==> config.mk <==
export PLATFORM = sky130hd
export DESIGN_NAME = add_req_arb
export DESIGN_NICKNAME = d
export VERILOG_FILES = /design/src/rtl/add_arb_pkg.sv /design/src/rtl/add_req_arb_rr_arbiter.sv /design/src/rtl/add_req_arb.sv
export SDC_FILE = /design/constraint.sdc
export NUM_CORES = 1
export LEC_CHECK = 0
export BUFFER_PORTS_ARGS = -buffer_cell sky130_fd_sc_hd__buf_4
export CORE_AREA = 2 2 160 162
export DETAILED_ROUTE_END_ITERATION = 10
export DIE_AREA = 0 0 162 164
export SLEW_MARGIN = 20
export SYNTH_ARGS = -nofsm -noshare
export SYNTH_HDL_FRONTEND = slang
export SYNTH_HIERARCHICAL = 1
export SYNTH_SLANG_ARGS = --single-unit
==> constraint.sdc <==
create_clock -name clk -period 5.6 [get_ports clk]
set_input_delay 0.56 -clock clk [delete_from_list [all_inputs] [get_ports clk]]
set_output_delay 0.56 -clock clk [all_outputs]
set_load 0.01 [all_outputs]
==> src/rtl/add_arb_pkg.sv <==
// add_arb_pkg: shared FSM state encoding and IEEE-754 single field helpers
// for the addsub request arbiter.
package add_arb_pkg;

  typedef enum logic [1:0] {
    IDLE  = 2'd0,
    ISSUE = 2'd1,
    WAIT  = 2'd2,
    RESP  = 2'd3
  } arb_state_t;

  localparam int FP_W     = 32;
  localparam int SIGN_BIT = 31;
  localparam int EXP_MSB  = 30;
  localparam int EXP_LSB  = 23;
  localparam int MANT_W   = 23;

  // True for +0 and -0 (exponent and mantissa all zero, sign ignored).
  function automatic logic is_zero(input logic [FP_W-1:0] fp);
    return (fp[EXP_MSB:EXP_LSB] == '0) && (fp[MANT_W-1:0] == '0);
  endfunction

endpackage

==> src/rtl/add_req_arb_rr_arbiter.sv <==
// rr_arbiter: combinational round-robin pick. Scans from last_grant+1
// upward modulo NUM_CLIENTS and reports the first requesting client as a
// one-hot vector plus its index. The caller registers the result.
module rr_arbiter
  import add_arb_pkg::*;
#(
  parameter int NUM_CLIENTS = 4,
  parameter int IDX_W       = $clog2(NUM_CLIENTS)
) (
  input  logic [NUM_CLIENTS-1:0] req,
  input  logic [IDX_W-1:0]       last_grant,
  output logic [NUM_CLIENTS-1:0] gnt,
  output logic [IDX_W-1:0]       idx,
  output logic                   found
);

  int cand;

  // Rotating priority scan; the client just served is checked last.
  always_comb begin
    gnt   = '0;
    idx   = '0;
    found = 1'b0;
    cand  = 0;
    for (int k = 1; k <= NUM_CLIENTS; k++) begin
      cand = (int'(last_grant) + k) % NUM_CLIENTS;
      if (!found && req[cand[IDX_W-1:0]]) begin
        found                 = 1'b1;
        idx                   = cand[IDX_W-1:0];
        gnt[cand[IDX_W-1:0]]  = 1'b1;
      end
    end
  end

endmodule

==> src/rtl/add_req_arb.sv <==
// add_req_arb: round-robin front-end for the single-precision addsub unit.
// One transaction in flight at a time: IDLE -> ISSUE -> WAIT -> RESP.
// Optional feature macro ADD_ARB_ZERO_BYPASS_EN: requests with a zero
// operand are answered directly (IDLE -> RESP) without touching addsub.
module add_req_arb
  import add_arb_pkg::*;
#(
  parameter int NUM_CLIENTS = 4,
  parameter int DATA_W      = 32
) (
  input  logic                          clk,
  input  logic                          n_rst,
  input  logic [NUM_CLIENTS-1:0]        req,
  input  logic [NUM_CLIENTS*DATA_W-1:0] req_op1,
  input  logic [NUM_CLIENTS*DATA_W-1:0] req_op2,
  input  logic [NUM_CLIENTS-1:0]        req_sub,
  output logic [NUM_CLIENTS-1:0]        req_gnt,
  output logic [NUM_CLIENTS-1:0]        rsp_valid,
  output logic [DATA_W-1:0]             rsp_result,
  output logic                          arb_busy,
  output logic [DATA_W-1:0]             op1,
  output logic [DATA_W-1:0]             op2,
  output logic                          add_start,
  output logic                          add_serv,
  input  logic                          add_busy,
  input  logic                          add_done,
  input  logic [DATA_W-1:0]             add_result
);

  localparam int IDX_W = $clog2(NUM_CLIENTS);

  arb_state_t             state;
  logic [IDX_W-1:0]       last_grant;
  logic [IDX_W-1:0]       owner;
  logic                   serv_pend;

  logic [NUM_CLIENTS-1:0] win_gnt;
  logic [IDX_W-1:0]       win_idx;
  logic                   win_found;
  logic [DATA_W-1:0]      sel_a;
  logic [DATA_W-1:0]      sel_b;

  rr_arbiter #(
    .NUM_CLIENTS (NUM_CLIENTS),
    .IDX_W       (IDX_W)
  ) u_rr (
    .req        (req),
    .last_grant (last_grant),
    .gnt        (win_gnt),
    .idx        (win_idx),
    .found      (win_found)
  );

  // Effective operands of the winning client; subtract flips B's sign only.
  always_comb begin
    sel_a           = req_op1[win_idx*DATA_W +: DATA_W];
    sel_b           = req_op2[win_idx*DATA_W +: DATA_W];
    sel_b[SIGN_BIT] = sel_b[SIGN_BIT] ^ req_sub[win_idx];
  end

`ifdef ADD_ARB_ZERO_BYPASS_EN
  logic              byp_hit;
  logic [DATA_W-1:0] byp_res;

  // x + 0 = x; 0 + 0 is -0 only when both zeros are negative.
  always_comb begin
    byp_hit = is_zero(sel_a) || is_zero(sel_b);
    if (is_zero(sel_a) && is_zero(sel_b))
      byp_res = {sel_a[SIGN_BIT] & sel_b[SIGN_BIT], {(DATA_W-1){1'b0}}};
    else if (is_zero(sel_a))
      byp_res = sel_b;
    else
      byp_res = sel_a;
  end
`endif

  // Transaction FSM; every output is a register updated here.
  always_ff @(posedge clk or negedge n_rst) begin
    if (!n_rst) begin
      state      <= IDLE;
      last_grant <= IDX_W'(NUM_CLIENTS - 1);
      owner      <= '0;
      serv_pend  <= 1'b0;
      req_gnt    <= '0;
      rsp_valid  <= '0;
      rsp_result <= '0;
      arb_busy   <= 1'b0;
      op1        <= '0;
      op2        <= '0;
      add_start  <= 1'b0;
      add_serv   <= 1'b0;
    end else begin
      req_gnt   <= '0;
      rsp_valid <= '0;
      add_start <= 1'b0;
      add_serv  <= 1'b0;
      unique case (state)
        IDLE: begin
          arb_busy <= 1'b0;
          if (win_found) begin
            op1        <= sel_a;
            op2        <= sel_b;
            owner      <= win_idx;
            last_grant <= win_idx;
            req_gnt    <= win_gnt;
            arb_busy   <= 1'b1;
`ifdef ADD_ARB_ZERO_BYPASS_EN
            if (byp_hit) begin
              rsp_result <= byp_res;
              serv_pend  <= 1'b0;
              state      <= RESP;
            end else begin
              state      <= ISSUE;
            end
`else
            state <= ISSUE;
`endif
          end
        end
        ISSUE: begin
          arb_busy <= 1'b1;
          if (!add_busy) begin
            add_start <= 1'b1;
            state     <= WAIT;
          end
        end
        WAIT: begin
          arb_busy <= 1'b1;
          if (add_done) begin
            rsp_result <= add_result;
            serv_pend  <= 1'b1;
            state      <= RESP;
          end
        end
        RESP: begin
          rsp_valid <= NUM_CLIENTS'(1) << owner;
          add_serv  <= serv_pend;
          arb_busy  <= 1'b0;
          state     <= IDLE;
        end
        default: begin
          arb_busy <= 1'b0;
          state    <= IDLE;
        end
      endcase
    end
  end

endmodule

-- Word-level counts from Yosys, hierarchy flattened
Index checks and enable logic that the tools add are counted.
Widths: inputs -> output; s select.
- register bits after elaboration: 114
- output and inout bits: 107
- word-level logic and storage cells: 95
- add/subtract/negate cells: 4
- magnitude comparators: 9
- equal/unequal tests: 6
- shift-type cells: 3
- mux-type cells: 42
- bitwise operators: 4
- reductions and logical operators: 15
- operator list (kind ; number):
    $shiftx 128x8->32 ; 2
    $mux 4 ; 7
    $mux 1 ; 17
    $lt 2x3->1 const B ; 5
    $mux 2 ; 7
    $or 4x4->4 ; 3
    $bmux 1 s2 ; 5
    $demux 1 s2 ; 4
    $ge 2x1->1 const B ; 4
    $pmux 2 s4 ; 1
    $logic_and 1x1->1 ; 7
    $add 2x1->2 const B ; 2
    $add 2x2->2 const B ; 2
    $eq 2x2->1 const B ; 2
    $ne 2x2->1 const B ; 2
    $reduce_and 2->1 ; 2
    $shl 1x2->4 const A ; 1
    $logic_not 1->1 ; 3
    $pmux 1 s3 ; 1
    $reduce_and 3->1 ; 1
    $eq 2x1->1 const B ; 1
    $logic_not 2->1 ; 1
    $ne 2x1->1 const B ; 1
    $reduce_or 2->1 ; 1
    $xor 1x1->1 ; 1

-- Depth between registers and ports, before layout
Gate-level depths: netlist (run 1).
- depth after elaboration: 16
- depth in mapped cells: 12
- gate-level depth less buffers: 8

-- Hierarchy
The synthesis (run 1) kept the hierarchy.
- by module, submodules not included (module ; instances ; cells each ; area each (um2)):
    add_req_arb ; 1 ; 344 ; 5813.1
    rr_arbiter ; 1 ; 68 ; 525.5

-- Least setup slack after synthesis (run 1)
Ideal clock, no wire load.
- kind: flip-flop to flip-flop
- start point: register last_grant[0]
- end point: register op1[27]
- setup time: 0.125 ns
- arrival time: 2.790 ns
- setup slack: 2.685 ns
- stages on the path, launching flop included: 12
- cell sequence: dfstp_2 -> buf_4 -> inv_2 -> ha_1 -> buf_6 -> a221oi_1 -> a211oi_1 -> o22a_1 -> buf_2 -> buf_1 -> mux4_2 -> mux2_2
- cells in the longest elaborated chain, start to end: 14
- elaborated cells on any way between the ends: 28
- RTL lines (item ; line ; RTL):
    from (decl) ; add_req_arb.sv:33 ; logic [IDX_W-1:0] last_grant;
    from (signal assigned) ; add_req_arb.sv:81 ; last_grant <= IDX_W'(NUM_CLIENTS - 1);
    from (signal assigned) ; add_req_arb.sv:104 ; last_grant <= win_idx;
    $add 2x1->2 ; add_req_arb_rr_arbiter.sv:26 ; cand = (int'(last_grant) + k) % NUM_CLIENTS;
    $bmux 1 s2 ; add_req_arb_rr_arbiter.sv:27 ; if (!found && req[cand[IDX_W-1:0]]) begin
    $mux 1 (implied by the code) ; add_req_arb_rr_arbiter.sv:27 ;
    $mux 1 ; add_req_arb_rr_arbiter.sv:27 ;
    $logic_not 1->1 ; add_req_arb_rr_arbiter.sv:27 ;
    $logic_and 1x1->1 ; add_req_arb_rr_arbiter.sv:27 ;
    $mux 1 ; add_req_arb_rr_arbiter.sv:27 ;
    $logic_not 1->1 ; add_req_arb_rr_arbiter.sv:27 ;
    $logic_and 1x1->1 ; add_req_arb_rr_arbiter.sv:27 ;
    $mux 1 ; add_req_arb_rr_arbiter.sv:27 ;
    $logic_not 1->1 ; add_req_arb_rr_arbiter.sv:27 ;
    $logic_and 1x1->1 ; add_req_arb_rr_arbiter.sv:27 ;
    $mux 2 (*) ; add_req_arb_rr_arbiter.sv:27 ;
    named net win_idx[1] ; add_req_arb.sv:38 ; logic [IDX_W-1:0] win_idx;
    $shiftx 128x8->32 (*) ; add_req_arb.sv:56 ; sel_a = req_op1[win_idx*DATA_W +: DATA_W];
    to (signal assigned) ; add_req_arb.sv:101 ; op1 <= sel_a;
    to (decl) ; add_req_arb.sv:21 ; output logic [DATA_W-1:0] op1,
Mark *: on every way through the listed nets, which the timed path passes. The rest lies on a longest branch. The select of a mux whose other input is x is not followed.
A chain may end at the register's enable or synchronous reset.

-- Final worst setup path (run 1)
- start point: register last_grant[0]
- end point: register op1[24]
Same word-level chain as after synthesis.

==> impl_results.md, run 1 <==
- Hold WC Path Type: primary input to asynchronous set/reset pin
- Syn Nets: 725
- Gp weighted congestion: 0.835
- Buffers on Ports: 406
- Cell count after synthesis: 412
- Postcts setup bufs: 0
- DRT iter0 DRCs: 253
- Synth Warn #: 6
- Crit-path slowest cell: o22a_4
- Predominant post-synthesis flop cell: dfrtp_1
- Ports: 407
- Clk buf depth: 2
- GRT Total Usage: 15.7%
- Most instantiated cells after synthesis: 112 x dfrtp_1, 97 x mux2_2, 65 x mux4_2
- CTS sink cnt: 114
- Initial antenna violation count: 0
- Clock transition at the registers of the reported paths: 0.06 ns
- Fraction of registers with async set/reset: 100%
- Vias per inst: 4.57
- Die Span X: 162 µm
- Setup TNS: 0 ns
- Post-synthesis sequential area ratio: 45.0%
- Die Span Y: 164 µm
- Post-CTS resize count: 0
- Measured slew at the worst slew-check pin: 1.09 ns
- TritonRoute pass-1 iters: 4
- Worst-path fanout max: 65
- Diodes inserted: 0
- Layout cells sized above 1: 74.8%
- Core Footprint: 0.0248 mm²
- Remaining antenna violation count: 0
- # rows: 58
- DR DRC count: 0
- Worst Skew: 0.0121 ns
- Area fraction of the dominant cell type after synthesis: 44.2%
- Worst Setup Start Kind: flop
- Dpl cells: 1122
- Max_slew headroom: 27.2%
- Nets: 1124
- Crit-path cells: inv_2 -> ha_1 -> a221oi_1 -> a211oi_1 -> o22a_4 -> mux4_2 -> mux2_2
- Biggest cell delay along the critical path: 0.84 ns
- Htree depth: 4
- Clock Latency Late Sink: 0.41 ns
- Crit share post-route: 65.5%
- Final HPWL DP: 16700 µm
- Worst path arrival time: 3.95 ns
- Starting density of the core: 25.5%
- Cell taking the most area after synthesis: dfrtp_1
- RSZ-0062 raised after global routing: no
- Status: complete, no violations
- CP required: 5.88 ns
- Max Fclk: 0.273 GHz
- Worst IR Drop VDD: 0.000397 V
- Minimum clock period: 3.67 ns
- Cts bufs inserted: 17
- PD cells: 568 mW/mm²
- Global-route wire length before repair: 31800 µm
- Setup Viol. Count Final: 0
- Root buf cell: clkbuf_16
- Max-Cap Viols: 0
- Slew Viols, Final: 0
- Post-synthesis cell type count: 44
- Synth top area cells: dfrtp_1 44%, mux4_2 23%, mux2_2 17%
- #FFs+latches synth: 114
- Die area: 0.0266 mm²
- CTS tree: built
- CP top delay family: compound AO/OA/AOI/OAI gates
- CP Buf/Inv Count: 1
- Remaining global-route overflow: 0
- Largest net degree at the start of global routing: 70
- CTS Hold Bufs: 0
- Routed Wire Length: 21500 µm
- Syn avg cell area: 15.4 µm²
- Leak: 4.79 nW
- Vias: 5270
- Routed wire length per instance: 18.7 µm
- Worst setup EP type: flop
- EDFF count, synth: 0
- Post-Syn Area: 0.00634 mm²
- CP Class: flop to flop
- Area growth syn-to-layout: 61.4%
- Vias in the first global route: 5511
- Count leader, synth: dfrtp_1
- Post-route insts no fill: 1154
- Final Hold Fails: 0
[cell type report]
cell class / count / area, µm²
Fill cell: 2399 / 14600
Tap cell: 330 / 413
Multi-Input combinational cell: 260 / 3270
Clock inverter: 15 / 158
Timing Repair Buffer: 410 / 3080
Inverter: 8 / 30.0
Clock buffer: 17 / 425
Sequential cell: 114 / 2860
[where the power goes]
part / total [mW] / leakage (nW) / internal [mW] / switching (mW)
Sequential: 1.49 / 1.36 / 1.25 / 0.240
Clock: 1.08 / 0.282 / 0.632 / 0.452
Combinational: 3.24 / 3.15 / 1.87 / 1.37
[cell usage in the layout (no fill, tap or decap), drive strengths merged, types with 2 or more instances in the layout]
master	Yosys	layout
a21boi	2	2
a221o	4	4
clkbuf	1	17
and3	5	5
a211oi	2	2
nand2	25	25
a221oi	2	2
mux2i	3	3
ha	13	13
dfrtp	112	112
nand2b	2	2
a21oi	3	3
buf	29	410
mux4	65	65
nand3	3	3
xnor2	4	4
clkinvlp	0	2
inv	8	19
dfstp	2	2
nor2	8	8
mux2	97	97
o21ai	8	8
nor2b	2	2
[kinds of logic (layout without fill, tap and decap cells)]
family	after synthesis	after routing	share of synthesized area, %
adder cells (fa/ha/maj)	13	13	2.57
AND/OR/NAND/NOR	51	51	3.79
multiplexers	165	165	41.0
XOR/XNOR	4	4	0.553
buffers and inverters	38	450	3.57
AO/OA/AOI/OAI	27	27	3.47
flip-flops	114	114	45.0
[metal layers]
layer	share of wire, %	vias up	global-route usage, %
met1	41	2637	20.1
met2	51	229	26.6
met4	1.8	0	4.87
met3	6.4	19	3.66
li1	-	2385	-
met5	0	-	0
[path summary, 6_finish.rpt]
check | startpoint | end | slack [ns] | depth (start not counted)
max | last_grant[0]$_DFFE_PN1P_ | op1[24]$_DFFE_PN0P_ | 1.93 | 7
min | n_rst | rsp_result[29]$_DFFE_PN0P_ | 0.25 | 1
max reg2reg | last_grant[0]$_DFFE_PN1P_ | op1[24]$_DFFE_PN0P_ | 1.93 | 7
min reg2reg | serv_pend$_DFFE_PN0P_ | serv_pend$_DFFE_PN0P_ | 0.46 | 1
max in group asynchronous | n_rst | op2[31]$_DFFE_PN0P_ | 4.07 | 2
min in group clk | add_busy | add_start$_DFF_PN0_ | 0.32 | 2
[worst reg2reg max path: stages, from the launching register on]
cell,delay [ns]
dfstp_2,0.73
inv_2,0.15
ha_1,0.54
a221oi_1,0.10
a211oi_1,0.31
o22a_4,0.84
mux4_2,0.59
mux2_2,0.28
[state kept, by name, summed over array words and instances (netlist names), 2 cells and up]
name and cells:
op1 32, rsp_result 32, rsp_valid 4, owner 2, last_grant 2, op2 32, req_gnt 4, state 2
[per-stage QoR]
stage	area, µm²	worst slack (ns)	hold slack [ns]	total power, mW	util [%]
3_5_place_dp	9650	1.99	0.448	4.81	38.9
2_1_floorplan	6340	2.69	0.264	3.65	-
4_1_cts	10200	1.97	0.303	5.92	41.2
3_3_place_gp	9650	2.04	0.445	4.76	38.9
6_report	10200	1.93	0.252	5.82	41.2
5_1_grt	10200	1.76	0.296	6.21	41.2
No activity file was read; power rests on OpenSTA's default activity.
==> inputs of run 2 (changes only) <==
==> constraint.sdc (replaced) <==
create_clock -name clk -period 3 [get_ports clk]
set_input_delay 0.3 -clock clk [delete_from_list [all_inputs] [get_ports clk]]
set_output_delay 0.3 -clock clk [all_outputs]
set_load 0.01 [all_outputs]
==> impl_results.md, run 2 (synthesis results as in run 1) <==
- Status: complete, no violations
- Max-Cap Viols: 0 (unchanged)
- CTS tree: built
- Core Footprint: 0.0248 mm² (unchanged)
- CP Class: flop to flop
- Worst setup EP type: flop
- CTS sink cnt: 114 (unchanged)
- Gp weighted congestion: 0.792 (-5.2%)
- Largest regs: op1 (32), op2 (32), rsp_result (32)
- Routed wire length per instance: 18.9 µm (+1.2%)
- Area growth syn-to-layout: 66.1%
- Vias per inst: 4.55 (-0.32%)
- Crit share post-route: 95.0% (+29 points)
- Measured slew at the worst slew-check pin: 0.466 ns (-0.626 ns)
- Htree depth: 4 (unchanged)
- Max_slew headroom: 68.9% (+42 points)
- CP top delay family: multiplexers
- Vias: 5367 (+1.8%)
- Post-CTS resize count: 0 (unchanged)
- Hold WC Path Type: primary input to flop
- Remaining antenna violation count: 0 (unchanged)
- Die Span Y: 164 µm (unchanged)
- GRT Total Usage: 16.4% (+0.65 points)
- Worst Setup Start Kind: flop
- Crit-path cells: mux4_2 -> a21oi_2 -> nor3_1 -> nor2_2 -> o31a_2 -> buf_12 -> buf_12 -> mux4_2 -> mux2_2
- Worst Skew: 0.0118 ns (-0.000210 ns)
- Most frequent cells in the layout: 425 x buf_4, 112 x dfrtp_1, 97 x mux2_2, 65 x mux4_2, 24 x nand2_1
- Max Fclk: 0.351 GHz (+29%)
- Clock Latency Late Sink: 0.42 ns (about the same)
- Layout cells sized above 1: 75.4% (+0.63 points)
- Global-route wire length before repair: 32700 µm (+2.9%)
- Crit-path slowest cell: dfstp_2
- Diodes inserted: 0 (unchanged)
- Minimum clock period: 2.85 ns (-0.818 ns)
- Die Span X: 162 µm (unchanged)
- Worst IR Drop VDD: 0.000435 V (+9.6%)
- # rows: 58 (unchanged)
- Slew Viols, Final: 0 (unchanged)
- Vias in the first global route: 5646 (+2.4%)
- TritonRoute pass-1 iters: 4 (unchanged)
- WHS: 0.0435 ns (-0.209 ns)
- CP Buf/Inv Count: 2 (+1)
- DR DRC count: 0 (unchanged)
- Setup TNS: 0 ns (unchanged)
- Starting density of the core: 25.5% (unchanged)
- Ports: 407 (unchanged)
- Nets: 1149 (+2.2%)
- Initial antenna violation count: 0 (unchanged)
- Leak: 4.94 nW (+3.2%)
- Final HPWL DP: 17900 µm (+7.3%)
- Routed Wire Length: 22300 µm (+3.4%)
- DRT iter0 DRCs: 222 (-12%)
- Largest net degree at the start of global routing: 56 (-20%)
- Worst path arrival time: 3.14 ns (-0.81 ns)
- Root buf cell: clkbuf_16
- Setup Viol. Count Final: 0 (unchanged)
- Clock transition at the registers of the reported paths: 0.06 ns (about the same)
- CP required: 3.29 ns (-2.59 ns)
- Final Hold Fails: 0 (unchanged)
- RSZ-0062 raised after global routing: no
- Commonest non-fill, non-tap cell in the layout: buf_4
- Cts bufs inserted: 17 (unchanged)
- Biggest cell delay along the critical path: 0.60 ns (-0.24 ns)
- Clk buf depth: 2 (unchanged)
- Worst-path fanout max: 13 (-80%)
- Buffers on Ports: 406 (unchanged)
- Remaining global-route overflow: 0 (unchanged)
- Die area: 0.0266 mm² (unchanged)
- PD cells: 1080 mW/mm² (+90%)
==> run 2: changes by cell type in the layout (fill, tap and decap cells not counted) <==
cell,previous run,this run
clkinv_2,0,1
buf_12,0,9
clkinv_4,1,3
dlygate4sd3_1,0,1
clkinvlp_4,2,3
inv_8,3,2
buf_4,410,425
inv_6,8,5
==> run 2: cell type report <==
| class | instances | area (µm²) |
|---|---|---|
| Clock inverter | 15 | 150 |
| Timing Repair Buffer | 435 | 3380 |
| Fill cell | 2349 | 14300 |
| Inverter | 8 | 30.0 |
| Multi-Input combinational cell | 260 | 3270 |
| Sequential cell | 114 | 2860 |
| Tap cell | 330 | 413 |
| Clock buffer | 17 | 425 |
==> run 2: timing repair <==
item / CTS / global route
hold buffers: 1 / 0
endpoints found under the hold margin: 25 / 0
setup buffers: 0 / 4
setup endpoints to repair: 0 / 31
==> run 2: power breakdown <==
group / internal, mW / switching, mW / total, mW
clock: 1.16 / 0.834 / 2.00
sequential: 2.34 / 0.415 / 2.75
combinational: 3.91 / 2.71 / 6.62
==> run 2: path summary, 6_finish.rpt <==
path	from	end	slack (ns)	cells after the start
setup / recovery	last_grant[0]$_DFFE_PN1P_	op2[25]$_DFFE_PN0P_	0.15	9
hold / removal	add_busy	add_start$_DFF_PN0_	0.04	2
setup reg to reg	last_grant[0]$_DFFE_PN1P_	op2[25]$_DFFE_PN0P_	0.15	9
hold reg to reg	serv_pend$_DFFE_PN0P_	serv_pend$_DFFE_PN0P_	0.47	1
max in group asynchronous	n_rst	op1[12]$_DFFE_PN0P_	1.80	3
min in group asynchronous	n_rst	op1[29]$_DFFE_PN0P_	0.36	2
==> run 2: per-stage QoR <==
| stage | instance area, µm² | instances | util, % | worst slack (ns) | total power, mW |
|---|---|---|---|---|---|
| detailed placement | 9900 | 1142 | 39.9 | 0.0584 | 9.44 |
| floorplan | 6340 | 412 | - | 0.0854 | 6.82 |
| finish | 10500 | 1179 | 42.4 | 0.150 | 11.4 |
| CTS | 10500 | 1175 | 42.3 | 0.0417 | 11.5 |
| global placement | 9900 | 1142 | 39.9 | 0.101 | 9.34 |
| global route | 10500 | 1179 | 42.4 | 0.0401 | 12.2 |
==> run 2: per-layer routing <==
| layer | GRT usage (%) | vias to the layer above | share of wire, % | routed length [µm] |
|---|---|---|---|---|
| met5 | 0 | - | 0 | 0 |
| met4 | 4.75 | 0 | 1.4 | 303 |
| met3 | 4.52 | 21 | 7.0 | 1570 |
| met2 | 28.2 | 223 | 52 | 11600 |
| met1 | 20.2 | 2686 | 40 | 8810 |
| li1 | - | 2437 | - | - |
==> inputs of run 3 (changes only) <==
--- a/config.mk
+++ b/config.mk
@@ -6,9 +6,9 @@
 export NUM_CORES = 1
 export LEC_CHECK = 0
 export BUFFER_PORTS_ARGS = -buffer_cell sky130_fd_sc_hd__buf_4
-export CORE_AREA = 2 2 160 162
+export CORE_AREA = 4 4 157 159
 export DETAILED_ROUTE_END_ITERATION = 10
-export DIE_AREA = 0 0 162 164
+export DIE_AREA = 0 0 161 163
 export SLEW_MARGIN = 20
 export SYNTH_ARGS = -nofsm -noshare
 export SYNTH_HDL_FRONTEND = slang
==> impl_results.md, run 3 (synthesis results as in run 1) <==
- Ports: 407 (unchanged)
- Die Span X: 161 µm (-0.62%)
- Die Span Y: 163 µm (-0.61%)
- Cts bufs inserted: 17 (unchanged)
- Htree depth: 4 (unchanged)
- Buffers on Ports: 406 (unchanged)
- RSZ-0062 raised after global routing: no
- Number of fill cells: 2190 (-6.8%)
- DRT iter0 DRCs: 244 (+9.9%)
- DR DRC count: 0 (unchanged)
- Most frequent cells in the layout: 417 x buf_4, 112 x dfrtp_1, 97 x mux2_2, 65 x mux4_2, 24 x nand2_1
- Gp weighted congestion: 0.769 (-3.0%)
- Worst path arrival time: 3.16 ns (+0.02 ns)
- Commonest non-fill, non-tap cell in the layout: buf_4
- Largest net degree at the start of global routing: 47 (-16%)
- PD cells: 1070 mW/mm² (-0.83%)
- Final Hold Fails: 0 (unchanged)
- Remaining global-route overflow: 0 (unchanged)
- Dpl ws: 0.0942 ns (+0.0359 ns)
- Die area: 0.0262 mm² (-1.2%)
- GRT Total Usage: 16.5% (+0.079 points)
- Status: complete, no violations
- Final HPWL DP: 17900 µm (+0.39%)
- Setup TNS: 0 ns (unchanged)
- Power share of the combinational group: 58.0% (-0.2 points)
- Worst setup EP type: flop
- Worst setup margin: 0.130 ns (-0.0201 ns)
- Worst IR Drop VDD: 0.000472 V (+8.7%)
- Initial antenna violation count: 1 (+1)
- Largest regs: op1 (32), op2 (32), rsp_result (32)
- Clock Latency Late Sink: 0.41 ns (about the same)
- Starting density of the core: 27.2% (+1.7 points)
- Setup Viol. Count Final: 0 (unchanged)
- Global-route wire length before repair: 33200 µm (+1.4%)
- Switching power: 3.92 mW (-1.0%)
- Cell Int Power: 7.26 mW (-2.0%)
- Post-route insts no fill: 1160 (-1.6%)
- Routed wire length per instance: 19.4 µm (+2.7%)
- Remaining antenna violation count: 0 (unchanged)
- Switching part of the total power: 35.1% (+0.22 points)
- Routed Wire Length: 22500 µm (+1.0%)
- Max-Cap Viols: 0 (unchanged)
- Dpl cells: 1126 (-1.4%)
- Worst Skew: 0.0111 ns (-0.000735 ns)
- CP required: 3.29 ns (about the same)
- Worst Setup Start Kind: flop
- Crit share post-route: 95.7% (+0.67 points)
- Max_slew headroom: 59.8% (-9.1 points)
- Minimum clock period: 2.87 ns (+0.0201 ns)
- Vias in the first global route: 5638 (-0.14%)
- Seq pwr share: 24.7% (+0.5 points)
- CTS tree: built
- Clock transition at the registers of the reported paths: 0.07 ns (about the same)
- Slew Viols, Final: 0 (unchanged)
- Root buf cell: clkbuf_16
- Core Footprint: 0.0233 mm² (-6.3%)
- Clk buf depth: 2 (unchanged)
- Area growth syn-to-layout: 64.7%
- Vias: 5394 (+0.50%)
- Nets: 1141 (-0.70%)
- Clock share of power: 17.3% (-0.3 points)
- Max Fclk: 0.348 GHz (-0.70%)
- Vias per inst: 4.65 (+2.1%)
- CP Class: flop to flop
- TritonRoute pass-1 iters: 4 (unchanged)
- Layout cells sized above 1: 75.0% (-0.35 points)
- Hold WC Path Type: primary input to flop
- Worst-path fanout max: 17 (+4)
- CTS sink cnt: 114 (unchanged)
- Measured slew at the worst slew-check pin: 0.603 ns (+0.137 ns)
- # rows: 56 (-3.4%)
- Leak: 4.91 nW (-0.74%)
- Diodes inserted: 0 (unchanged)
- Post-layout util: 44.9% (+2.5 points)
[run 3: changes by cell type in the layout (fill, tap and decap cells not counted), sizes merged]
| cell | previous run | this run |
|---|---|---|
| buf | 434 | 426 |
| clkinv | 4 | 7 |
| clkinvlp | 3 | 0 |
| bufinv | 1 | 0 |
| clkbuf | 17 | 18 |
[run 3: per-stage QoR]
| stage | hold WS, ns | power [mW] | cell area, µm² |
|---|---|---|---|
| detailed placement | 0.244 | 9.37 | 9860 |
| floorplan | 0.00441 | 6.82 | 6340 |
| CTS | 0.0200 | 11.4 | 10400 |
| global placement | 0.238 | 9.28 | 9860 |
| finish | 0.0485 | 11.2 | 10400 |
| global route | 0.0325 | 11.9 | 10400 |
[run 3: worst max-delay path: stages, from the launching register on]
cell     delay [ns]
dfstp_2        0.60
mux4_2         0.57
a21oi_2        0.13
nor3_1         0.06
nor2_2         0.07
o31a_2         0.20
buf_12         0.14
buf_12         0.18
mux4_2         0.52
mux2_2         0.27
[run 3: layout make-up]
class	instances	area (µm²)	area share (%)
Clock buffer	18	429	4.11
Timing Repair Buffer	427	3330	31.9
Multi-Input combinational cell	260	3270	31.4
Sequential cell	114	2860	27.3
Clock inverter	14	124	1.19
Tap cell	319	399	3.82
Inverter	8	30.0	0.288
[run 3: final timing paths]
kind,from,end,slack (ns),cells after the start
max,last_grant[0]$_DFFE_PN1P_,op1[12]$_DFFE_PN0P_,0.13,9
min,add_busy,add_start$_DFF_PN0_,0.05,2
max reg2reg,last_grant[0]$_DFFE_PN1P_,op1[12]$_DFFE_PN0P_,0.13,9
min reg2reg,serv_pend$_DFFE_PN0P_,serv_pend$_DFFE_PN0P_,0.46,1
max in group asynchronous,n_rst,op1[12]$_DFFE_PN0P_,1.71,3
min in group asynchronous,n_rst,rsp_result[29]$_DFFE_PN0P_,0.35,2
[run 3: metal layers]
metal / GRT usage [%] / part of all wire, % / vias to the layer above / wire length, µm
li1: - / - / 2422 / -
met1: 19.7 / 39 / 2711 / 8690
met2: 29.3 / 53 / 248 / 11900
met3: 4.96 / 7.5 / 11 / 1680
met4: 3.84 / 0.90 / 2 / 203
met5: 0 / 0.058 / - / 13
[run 3: power by group through the flow]
stage	Combinational, mW	Clock (mW)	Sequential [mW]
after detailed placement	6.59	0	2.78
final	6.49	1.93	2.76
after floorplan	3.75	0	3.07
after global routing	6.97	2.05	2.86
after global placement	6.52	0	2.76
after CTS	6.60	1.99	2.77
[run 3: repair_timing]
item	in CTS	in global routing
setup endpoints to repair	0	23
hold buffers	1	0
hold endpoints to repair	23	0
resized for setup	0	1
buffers inserted	0	1
